$ cat src/rtl/ori_pkg.sv
// ori_pkg -- shared types and constants for the Ori system RAM arbiter.
//   state_e  : arbiter FSM states (IDLE / ACC / END)
//   owner_e  : which requester owns the current SRAM access
//   acc_t    : per-access attributes latched at grant time
//   SRAM_WAIT_MAX / WCNT_W : wait-count range and counter width
package ori_pkg;

  typedef enum logic [1:0] {
    IDLE = 2'd0,
    ACC  = 2'd1,
    END  = 2'd2
  } state_e;

  typedef enum logic {
    OWN_VID = 1'b0,
    OWN_CPU = 1'b1
  } owner_e;

  // Attributes of the access in flight; the address lives beside it
  // because its width is a module parameter.
  typedef struct packed {
    owner_e     own;
    logic       we;
    logic [7:0] wdata;
  } acc_t;

  localparam int SRAM_WAIT_MAX = 3;
  localparam int WCNT_W        = 2;

endpackage

$ cat src/rtl/ori_arb_pick.sv
// ori_arb_pick -- winner selection between the video fetch and CPU ports.
// Build option: ORI_ARB_FAIR_EN
//   defined   : round-robin; a fairness pointer names the side that wins a
//               tie and flips after every grant (reset value: CPU-next).
//   undefined : strict priority, video always wins a tie; no pointer state.
// Ports:
//   clk_i, rst_i  clock, synchronous active-high reset (pointer only)
//   vid_req_i     video request level
//   cpu_req_i     CPU request level
//   grant_i       arbiter is granting this cycle (advances the pointer)
//   win_o         owner of the grant (combinational)
module ori_arb_pick
  import ori_pkg::*;
(
  input  logic   clk_i,
  input  logic   rst_i,
  input  logic   vid_req_i,
  input  logic   cpu_req_i,
  input  logic   grant_i,
  output owner_e win_o
);

`ifdef ORI_ARB_FAIR_EN
  owner_e ptr_q;

  always_ff @(posedge clk_i) begin
    if (rst_i)        ptr_q <= OWN_CPU;
    else if (grant_i) ptr_q <= (ptr_q == OWN_CPU) ? OWN_VID : OWN_CPU;
  end

  // A lone requester wins; the pointer only breaks ties.
  always_comb begin
    win_o = OWN_VID;
    if (vid_req_i && cpu_req_i) win_o = ptr_q;
    else if (cpu_req_i)         win_o = OWN_CPU;
  end
`else
  // No pointer in strict-priority builds; clock/reset/grant are unused.
  logic unused_fair;
  assign unused_fair = ^{clk_i, rst_i, grant_i};

  always_comb begin
    win_o = OWN_VID;
    if (cpu_req_i && !vid_req_i) win_o = OWN_CPU;
  end
`endif

endmodule

$ cat src/rtl/ori_mem_arb.sv
// ori_mem_arb -- single-port SRAM arbiter for the Ori system RAM.
// Shares one SRAM between the video fetch engine (reads only) and the 8080
// CPU bus. One access at a time: IDLE (grant) -> ACC (strobe, SRAM_WAIT+1
// cycles) -> END (strobes low, one-cycle ack) -> IDLE.
// Build option: ORI_ARB_FAIR_EN selects round-robin instead of video-first
// arbitration (see ori_arb_pick).
// Parameters: AW address width, SRAM_WAIT extra strobe cycles (0..3).
// Ports:
//   clk_i, rst_i                    clock, synchronous active-high reset
//   vid_req_i/vid_addr_i            video read request (level, held to ack)
//   vid_ack_o/vid_data_o            video ack pulse and read data
//   cpu_req_i/cpu_we_i/cpu_addr_i/cpu_data_i  CPU request
//   cpu_data_o/cpu_ack_o            CPU read data and ack pulse
//   cpu_ready_o                     8080 READY, low while CPU waits
//   sram_addr_o/sram_data_o/sram_data_i/sram_oe_o/sram_we_o  SRAM side
module ori_mem_arb
  import ori_pkg::*;
#(
  parameter int AW        = 16,
  parameter int SRAM_WAIT = 1
) (
  input  logic          clk_i,
  input  logic          rst_i,
  input  logic          vid_req_i,
  input  logic [AW-1:0] vid_addr_i,
  output logic          vid_ack_o,
  output logic [7:0]    vid_data_o,
  input  logic          cpu_req_i,
  input  logic          cpu_we_i,
  input  logic [AW-1:0] cpu_addr_i,
  input  logic [7:0]    cpu_data_i,
  output logic [7:0]    cpu_data_o,
  output logic          cpu_ack_o,
  output logic          cpu_ready_o,
  output logic [AW-1:0] sram_addr_o,
  output logic [7:0]    sram_data_o,
  input  logic [7:0]    sram_data_i,
  output logic          sram_oe_o,
  output logic          sram_we_o
);

  if (SRAM_WAIT < 0 || SRAM_WAIT > SRAM_WAIT_MAX) begin : g_bad_wait
    $error("ori_mem_arb: SRAM_WAIT must be within 0..3");
  end

  localparam logic [WCNT_W-1:0] WAIT_LD = WCNT_W'(SRAM_WAIT);

  state_e            state_q, state_d;
  acc_t              acc_q;
  logic [AW-1:0]     addr_q;
  logic [WCNT_W-1:0] cnt_q;
  logic              vid_ack_q, cpu_ack_q;
  logic [7:0]        vid_data_q, cpu_data_q;

  owner_e win;
  logic   any_req, grant, done;

  assign any_req = vid_req_i | cpu_req_i;
  assign grant   = (state_q == IDLE) & any_req;
  // Last strobe cycle: SRAM data is sampled on the edge that ends it.
  assign done    = (state_q == ACC) & (cnt_q == '0);

  ori_arb_pick u_pick (
    .clk_i     (clk_i),
    .rst_i     (rst_i),
    .vid_req_i (vid_req_i),
    .cpu_req_i (cpu_req_i),
    .grant_i   (grant),
    .win_o     (win)
  );

  // Next state and SRAM strobes.
  always_comb begin
    state_d     = state_q;
    sram_oe_o   = 1'b0;
    sram_we_o   = 1'b0;
    sram_data_o = '0;
    unique case (state_q)
      IDLE: if (any_req) state_d = ACC;
      ACC: begin
        sram_oe_o = ~acc_q.we;
        sram_we_o = acc_q.we;
        if (acc_q.we) sram_data_o = acc_q.wdata;
        if (cnt_q == '0) state_d = END;
      end
      END:     state_d = IDLE;
      default: state_d = IDLE;
    endcase
  end

  always_ff @(posedge clk_i) begin
    if (rst_i) state_q <= IDLE;
    else       state_q <= state_d;
  end

  // Access latch, wait counter, acks and per-owner data registers.
  always_ff @(posedge clk_i) begin
    if (rst_i) begin
      acc_q      <= '{own: OWN_VID, we: 1'b0, wdata: 8'h00};
      addr_q     <= '0;
      cnt_q      <= '0;
      vid_ack_q  <= 1'b0;
      cpu_ack_q  <= 1'b0;
      vid_data_q <= '0;
      cpu_data_q <= '0;
    end else begin
      if (grant) begin
        acc_q.own   <= win;
        // Video is read-only, so cpu_we_i only matters for a CPU grant.
        acc_q.we    <= (win == OWN_CPU) & cpu_we_i;
        acc_q.wdata <= cpu_data_i;
        addr_q      <= (win == OWN_CPU) ? cpu_addr_i : vid_addr_i;
        cnt_q       <= WAIT_LD;
      end else if (state_q == ACC && cnt_q != '0) begin
        cnt_q <= cnt_q - 1'b1;
      end

      vid_ack_q <= done & (acc_q.own == OWN_VID);
      cpu_ack_q <= done & (acc_q.own == OWN_CPU);

      if (done && acc_q.own == OWN_VID) vid_data_q <= sram_data_i;
      // The SRAM bus is not driven during a write, so a CPU write leaves
      // the CPU read register with its previous read value.
      if (done && acc_q.own == OWN_CPU && !acc_q.we) cpu_data_q <= sram_data_i;
    end
  end

  assign sram_addr_o = addr_q;
  assign vid_ack_o   = vid_ack_q;
  assign vid_data_o  = vid_data_q;
  assign cpu_ack_o   = cpu_ack_q;
  assign cpu_data_o  = cpu_data_q;
  assign cpu_ready_o = ~(cpu_req_i & ~cpu_ack_q);

endmodule
$ cat config.mk
export PLATFORM = sky130hd
export DESIGN_NAME = ori_mem_arb
export DESIGN_NICKNAME = d
export VERILOG_FILES = /design/src/rtl/ori_pkg.sv /design/src/rtl/ori_arb_pick.sv /design/src/rtl/ori_mem_arb.sv
export SDC_FILE = /design/constraint.sdc
export NUM_CORES = 1
export LEC_CHECK = 0
export ABC_AREA = 1
export BUFFER_PORTS_ARGS = -buffer_cell sky130_fd_sc_hd__buf_2
export CORE_MARGIN = 2
export CORE_UTILIZATION = 48
export CTS_BUF_LIST = sky130_fd_sc_hd__clkbuf_8
export DETAILED_ROUTE_END_ITERATION = 10
export HOLD_SLACK_MARGIN = 0.03
export PLACE_DENSITY = 0.85
export SLEW_MARGIN = 20
export SYNTH_ARGS = -nofsm -noshare
export SYNTH_HDL_FRONTEND = slang
export SYNTH_HIERARCHICAL = 1
export SYNTH_SLANG_ARGS = --single-unit
$ cat constraint.sdc
create_clock -name clk_i -period 1.8 [get_ports clk_i]
set_clock_uncertainty 0.05 [all_clocks]
set_input_delay 0.18 -clock clk_i [delete_from_list [all_inputs] [get_ports clk_i]]
set_output_delay 0.18 -clock clk_i [all_outputs]
set_load 0.02 [all_outputs]
==> results.txt, run 1 <==
* Reg2reg setup slack: 0.41 ns
- Along the worst path, the maximum fanout reaches 10.
- 98 I/O pins were placed.
- Most frequent cells in the layout: buf_2, nor2_1, nand2_1
- After the last flow step, the layout net total stands at 462.
- Setup violations remaining at the end of the flow were counted as 0.
- After detailed routing, the number of remaining DRC violations is 0.
- The die is 70.57 um wide.
* Average cell area after synthesis: 6.753 sq um
* FMAX: 587.7 MHz
- Cells on Worst Hold Path: 3
- Including well taps, the total number of placed cells is 453.
- Effective utilization at floorplan: 49.19%
- Syn_nets: 369
- Seq/Total Area, Yosys: 45.18%
- After layout, the worst path uses 94.52% of the clock period.
- Iteration-0 DRC Markers: 60
- The count of buffers added on input and output ports is 97.
- Detailed-route wire length per cell: 10.37 um
- GR Overflow Total: 0
* Maximum resistive drop on vdd: 404.9 uV
* End of the worst register-to-register path: vid_data_o[3]$_SDFFE_PP0P_
* CTS Buf Count: 5
* Number of cells traversed by the worst register-to-register path: 7
- After synthesis the cells add up to 0.002127 sq mm.
- Clk buf depth: 2
* Endpoint type of the worst setup path: output port
- The number of antenna violations at the first check in global routing was 0.
- The number of failing hold endpoints at the final stage is 0.
* Max cap viols: 0
* Worst Hold End: acc_q[7]$_SDFFE_PP0P_
- Post-synth top area share: 45.18%
* Post-detailed-route count of antenna-violating nets: 0
- Clock tree from TritonCTS: yes
- Dividing total power by cell area gives a power density of 879.6 mW/mm^2.
- Yosys synthesis warning count: 6
* Synth-to-Final Area Change: 26.94%
- Core Rows: 24
- The worst path needs 1.701 ns of the cycle, external delays included.
- The analysis attributes to cell leakage a power of 0.001428 uW.
* Root buf cell: clkbuf_8
- Slew margin rel.: 67.83%
- Ratio of cells with drive above 1 in the final layout: 28.43%
- Startpoint of the most critical register-to-register path: cnt_q[0]$_SDFFE_PP0P_
- For this run, the detailed router's first-pass iteration total came to 4.
- The run finished with clean final reports.
- The floorplan step defined a die boundary enclosing 0.004980 sq mm.
* Core region area: 0.004324 sq mm
* Unrepaired setup endpoints after global routing: false
- The tree built by TritonCTS fans out to 48 sinks.
* Wire length of the first global-routing pass: 7872 um
- The wire-length estimate of the detail-placed layout is 3516 um.
- Setup TNS: 0 ns
* Post-synthesis cell type count: 23
* Launching element type of the critical path: register
- Final std cells w/o fill: 460
- Clk_lat worst skew: 0.30 ns
* Cell type with the largest total area after synthesis: dfxtp_1
- The die is 70.57 um tall.
* Last weighted congestion value of the routability-driven placer: 0.7993
- Diodes inserted: 0
* Worst hold start: cpu_data_i[7]
* Post-detailed-route via-to-cell ratio: 4.572
* Flip-flop and latch count after synthesis: 48
- Routed Wire Length: 4772 um
- Most common cell after layout, fill and taps aside: buf_2
* Required time worst endpoint: 1.57 ns
* Signal arrival time at the worst endpoint: 1.47 ns
- By area the synthesized netlist is led by dfxtp_1, nor2_1, nand2_1, o21ai_0, inv_1.
- Worst-margin pin slew: 0.4814 ns
- After clock tree synthesis, the clock-pin slew on the worst setup and hold paths is 0.08 ns.
- Type of the setup path with the least slack: reg2out
- Global routing used 19.64% of the available tracks.
* Slew Limit Fails: 0
* Vias in the first global route: 1,848
- In this run the number of H-tree levels came out at 2.
* Number of cells produced by synthesis: 315
- Detailed-route via count: 2,103
* Pin count of the biggest net entering global routing: 33
- Hold WC Path Type: in2reg
-- per-layer routing --
| layer | global-route usage (%) | part of all wire [%] | up-vias | routed length [um] |
|---|---|---|---|---|
| met5 | 0 | 0 | - | 0 |
| met4 | 8.176 | 1.5 | 0 | 71 |
| met3 | 4.701 | 8.3 | 6 | 398 |
| met2 | 34.28 | 45 | 79 | 2170 |
| met1 | 23.16 | 45 | 881 | 2131 |
| li1 | - | - | 1137 | - |
-- sequential cells by signal, indices dropped and copies added, names as in the netlist --
register	count
state_q	2
vid_ack_o	1
cpu_ack_o	1
cnt_q	2
sram_addr_o	16
cpu_data_o	8
vid_data_o	8
acc_q	10
-- how the worst max path moves through the flow --
stage / startpoint / end / slack [ns] / cells past startpoint
finish: state_q[0]$_SDFFE_PP0P_ / sram_we_o / 0.1 / 5
global placement: state_q[0]$_SDFFE_PP0P_ / sram_we_o / 0.31 / 5
floorplan: state_q[0]$_SDFFE_PP0P_ / sram_data_o[0] / 0.44 / 4
global route: state_q[0]$_SDFFE_PP0P_ / sram_data_o[0] / 0.02 / 5
detailed placement: state_q[0]$_SDFFE_PP0P_ / sram_we_o / 0.26 / 5
CTS: state_q[0]$_SDFFE_PP0P_ / sram_we_o / 0.05 / 5
-- where the power goes --
group	internal (uW)	switching (uW)	total, uW
logic	207	357	564
clock network	259	330	589
registers	1170	55.7	1220
total	1630	743	2370
-- kinds of logic (layout without fill, tap and decap cells) --
logic type	Yosys count	count (layout)	share of synthesized area, %
adder cells (fa/ha/maj)	1	1	0.5881
AO/OA/AOI/OAI	45	45	10.76
flip-flops	48	48	45.18
buffers and inverters	51	144	11.00
AND/OR/NAND/NOR	170	170	32.47
-- metrics by stage --
stage	util, %	power [uW]	area (sq um)	setup WS (ns)	hold WS, ns
final	62.44	2375	2700	0.09859	0.04813
after global routing	62.44	2519	2700	0.01850	0.05040
after CTS	62.15	2390	2688	0.05420	0.04639
after detailed placement	60.33	1802	2609	0.2579	0.3589
after global placement	60.33	1789	2609	0.3089	0.3523
after floorplan	-	1626	2127	0.4378	0.1991
-- Yosys cell counts --
master	n
clkinv_1	2
o21ai_0	40
nand3b_1	1
inv_1	32
o21ai_2	1
buf_4	2
a21oi_1	2
buf_2	3
nand3_1	4
nor3_1	2
nor2_2	1
nand4_1	1
nand2_1	63
dfxtp_1	48
clkbuf_1	5
nor2_1	94
buf_6	4
ha_1	1
nand3_4	1
nor2_4	3
clkbuf_2	1
o21ai_1	2
inv_2	2
-- area by class of cell --
cell class,count,area (sq um)
Fill cell,402,1624
Tap cell,52,65.06
Multi-Input combinational cell,216,932.1
Timing Repair Buffer,101,515.5
Clock inverter,2,8.758
Clock buffer,5,68.82
Inverter,36,148.9
Sequential cell,48,960.9
-- critical path: stages (launching register included) --
cell and delay [ns]:
dfxtp_1 0.43, inv_2 0.05, nor2_1 0.17, bufinv_8 0.24, nor2_1 0.10, buf_2 0.18
-- what timing repair did --
item,4_1_cts,5_1_grt
gates resized for setup,1,1
buffers inserted,0,0
setup endpoints to repair,10,4
hold buffers,0,0
gates cloned,0,0
No activity file was read; power rests on OpenSTA's default activity.
==> run 2, diff against run 1 <==
==> constraint.sdc (replaced) <==
create_clock -name clk_i -period 1.8 [get_ports clk_i]
set_clock_uncertainty 0.05 [all_clocks]
set_input_delay 0 -clock clk_i [delete_from_list [all_inputs] [get_ports clk_i]]
set_output_delay 0 -clock clk_i [all_outputs]
set_load 0.02 [all_outputs]
==> results.txt, run 2 (synthesis gave the netlist of run 1 again) <==
- Pwr dens: 876.6 mW/mm^2 (-0.34%)
- The share of cells above drive strength 1 came to 26.00% (-2.4 points).
- The number of I/O port buffers came to 97 (unchanged).
- Clk_lat worst skew: 0.30 ns (about the same)
- The vertical die dimension is 70.57 um (unchanged).
- Combined flip-flop and latch cell area: 960.9 sq um (unchanged)
- Clk buf depth: 2 (unchanged)
- Setup TNS: 0 ns (unchanged)
- Post-detailed-route count of antenna-violating nets: 0 (unchanged)
* GR Overflow Total: 0 (unchanged)
- Most frequent cells in the layout: buf_2, nor2_1, nand2_1
- Post-detailed-route via-to-cell ratio: 4.878 (+6.7%)
- Slew margin rel.: 56.95% (-11 points)
- Die area: 0.004980 sq mm (unchanged)
* FMAX: 691.0 MHz (+18%)
- STA classifies the critical path endpoint as an output port.
- The worst-margin pin slew is 0.6456 ns (+0.1643 ns).
- The data arrival time at the worst-slack endpoint is 1.40 ns (-0.07 ns).
- The count of placed standard cells including taps came to 453 (unchanged).
* Clock tree from TritonCTS: yes
* Result of the run: complete, no violations
* Final critical-path setup slack: 0.3528 ns (+0.2542 ns)
- The number of inserted diodes came to 0 (unchanged).
* Hold Fails Final Rpt: 0 (unchanged)
- Detailed-route via count: 2,449 (+16%)
- The via count of the first global-routing pass was 2,319 (+25%).
- The global-route met2 utilization is 44.76% (+10 points).
- The tightest min-delay check is of the in2reg type.
* TritonCTS sink count: 48 (unchanged)
- Max cap viols: 0 (unchanged)
- DRC errors left: 0 (unchanged)
* Number of antenna violations at the first check in global routing: 0 (unchanged)
* Setup-failing EPs final: 0 (unchanged)
- Among all stages on the critical path, the largest delay is contributed by dfxtp_1.
* Core Util, Final: 73.03% (+11 points)
- Core Rows: 24 (unchanged)
- The post-CTS setup buffer count was 0 (unchanged).
- Most common cell after layout, fill and taps aside: buf_2
- Broken down by cell family, the worst path's largest delay share belongs to flip-flops.
* DR pass1 iterations: 4 (unchanged)
- Final min period: 1.447 ns (-0.2542 ns)
- The detail-routed net length per standard cell is 12.17 um (+17%).
- The count of nets after finishing came to 504 (+9.1%).
* Synth-to-Final Area Change: 48.47%
- Core region area: 0.004324 sq mm (unchanged)
- The leakage component of the power is 0.001617 uW (+13%).
- The initial core utilization came to 49.19% (unchanged).
- The overall power is 2768 uW (+17%).
- Tcrit/Tclk final: 80.40% (-14 points)
- Depth of the CTS H-tree: 2 (unchanged)
* Count of buffering cells on the critical path with inverters included: 3 (unchanged)
* Wire length of the first global-routing pass: 10,090 um (+28%)
* Critical-path maximum fanout: 10 (unchanged)
- Maximum resistive drop on vdd: 723.3 uV (+79%)
- The post-placement worst setup slack was 0.3860 ns (+0.1281 ns).
* Slew Limit Fails: 0 (unchanged)
- Die width: 70.57 um (unchanged)
- Met1 usage: 28.42% (+5.3 points)
- Type of the setup path with the least slack: reg2out
- The global routing usage on met3 came to 7.692% (+3.0 points).
- Cell-by-cell listing of the critical path: inv_2 > nor2_1 > inv_2 > nor2_1 > buf_2
- The number of flip-flops under the largest register name came to 16 (unchanged).
* CTS Buf Count: 5 (unchanged)
- The area of combinational cells with multiple inputs is 932.1 sq um (unchanged).
* HPWL after detailed placement: 3510 um (-0.17%)
- The detailed router's first-iteration violation count is 76 (+27%).
* I/O pin count: 98 (unchanged)
* Root buf cell: clkbuf_8
* Peak-usage layer in the global routing report: met2
- The final wirelength came to 6110 um (+28%).
- Setup repair after global routing left no endpoint under its margin.
- The last weighted congestion value of the routability-driven placer came to 0.7780 (-2.7%).
* Final std cells w/o fill: 502 (+9.1%)
- Required time worst endpoint: 1.75 ns (+0.18 ns)
- Pin count of the biggest net entering global routing: 35 (+6.1%)
- Worst path max stage delay: 0.43 ns (about the same)
- Gr usage total: 25.38% (+5.7 points)
- The clock input transition at the sequential cells of the worst setup and hold paths was 0.08 ns (about the same).
- Number of fill cells: 327 (-19%)
- The worst setup path is launched from a register.
## run 2: changes by cell type in the layout (fill, tap and decap cells not counted)
cell | before | now
inv_2 | 2 | 3
clkinv_2 | 1 | 0
bufinv_8 | 1 | 0
dlygate4sd3_1 | 0 | 42
inv_1 | 33 | 32
bufinv_16 | 0 | 2
## run 2: layout make-up
type | instances | area share, %
Clock buffer | 5 | 2.179
Clock inverter | 2 | 1.902
Inverter | 36 | 4.279
Multi-Input combinational cell | 216 | 29.52
Sequential cell | 48 | 30.43
Tap cell | 52 | 2.060
Timing Repair Buffer | 143 | 29.64
## run 2: layer usage
layer	up-vias	share of wire, %
met5	-	0
met4	0	2.7
met3	18	9.1
met2	118	49
met1	1089	39
li1	1224	-
## run 2: report_power, final
| group | switching [uW] | internal (uW) |
|---|---|---|
| combinational | 388 | 264 |
| sequential | 57.6 | 1170 |
| clock | 345 | 547 |
| total | 791 | 1980 |
## run 2: stage by stage
step	instance area, sq um	hold slack (ns)
finish	3158	0.03438
floorplan	2127	0.01907
global placement	2609	0.1734
global route	3158	0.06540
CTS	3158	0.03346
detailed placement	2609	0.1817
## run 2: worst register-to-register path, stage by stage (launching register included)
cell	delay [ns]
dfxtp_1	0.32
inv_1	0.07
ha_1	0.21
nand3_4	0.13
nor2_4	0.31
nand2_1	0.10
nand2_1	0.08
nor2_1	0.04
## run 2: final timing paths
check                           from                      endpoint  slack [ns]  cells after the start
max          state_q[0]$_SDFFE_PP0P_                sram_data_o[7]        0.35                      5
min                   vid_addr_i[15]  sram_addr_o[15]$_SDFFE_PP0P_        0.03                      5
max reg2reg    cnt_q[0]$_SDFFE_PP0P_    cpu_data_o[4]$_SDFFE_PP0P_        0.41                      7
min reg2reg    cnt_q[1]$_SDFFE_PP0P_         cnt_q[1]$_SDFFE_PP0P_        0.43                      2
## run 2: what timing repair did
action,in CTS,in global routing
hold buffers,42,0
resized for setup,0,1
setup endpoints to repair,0,2
endpoints found under the hold margin,45,0
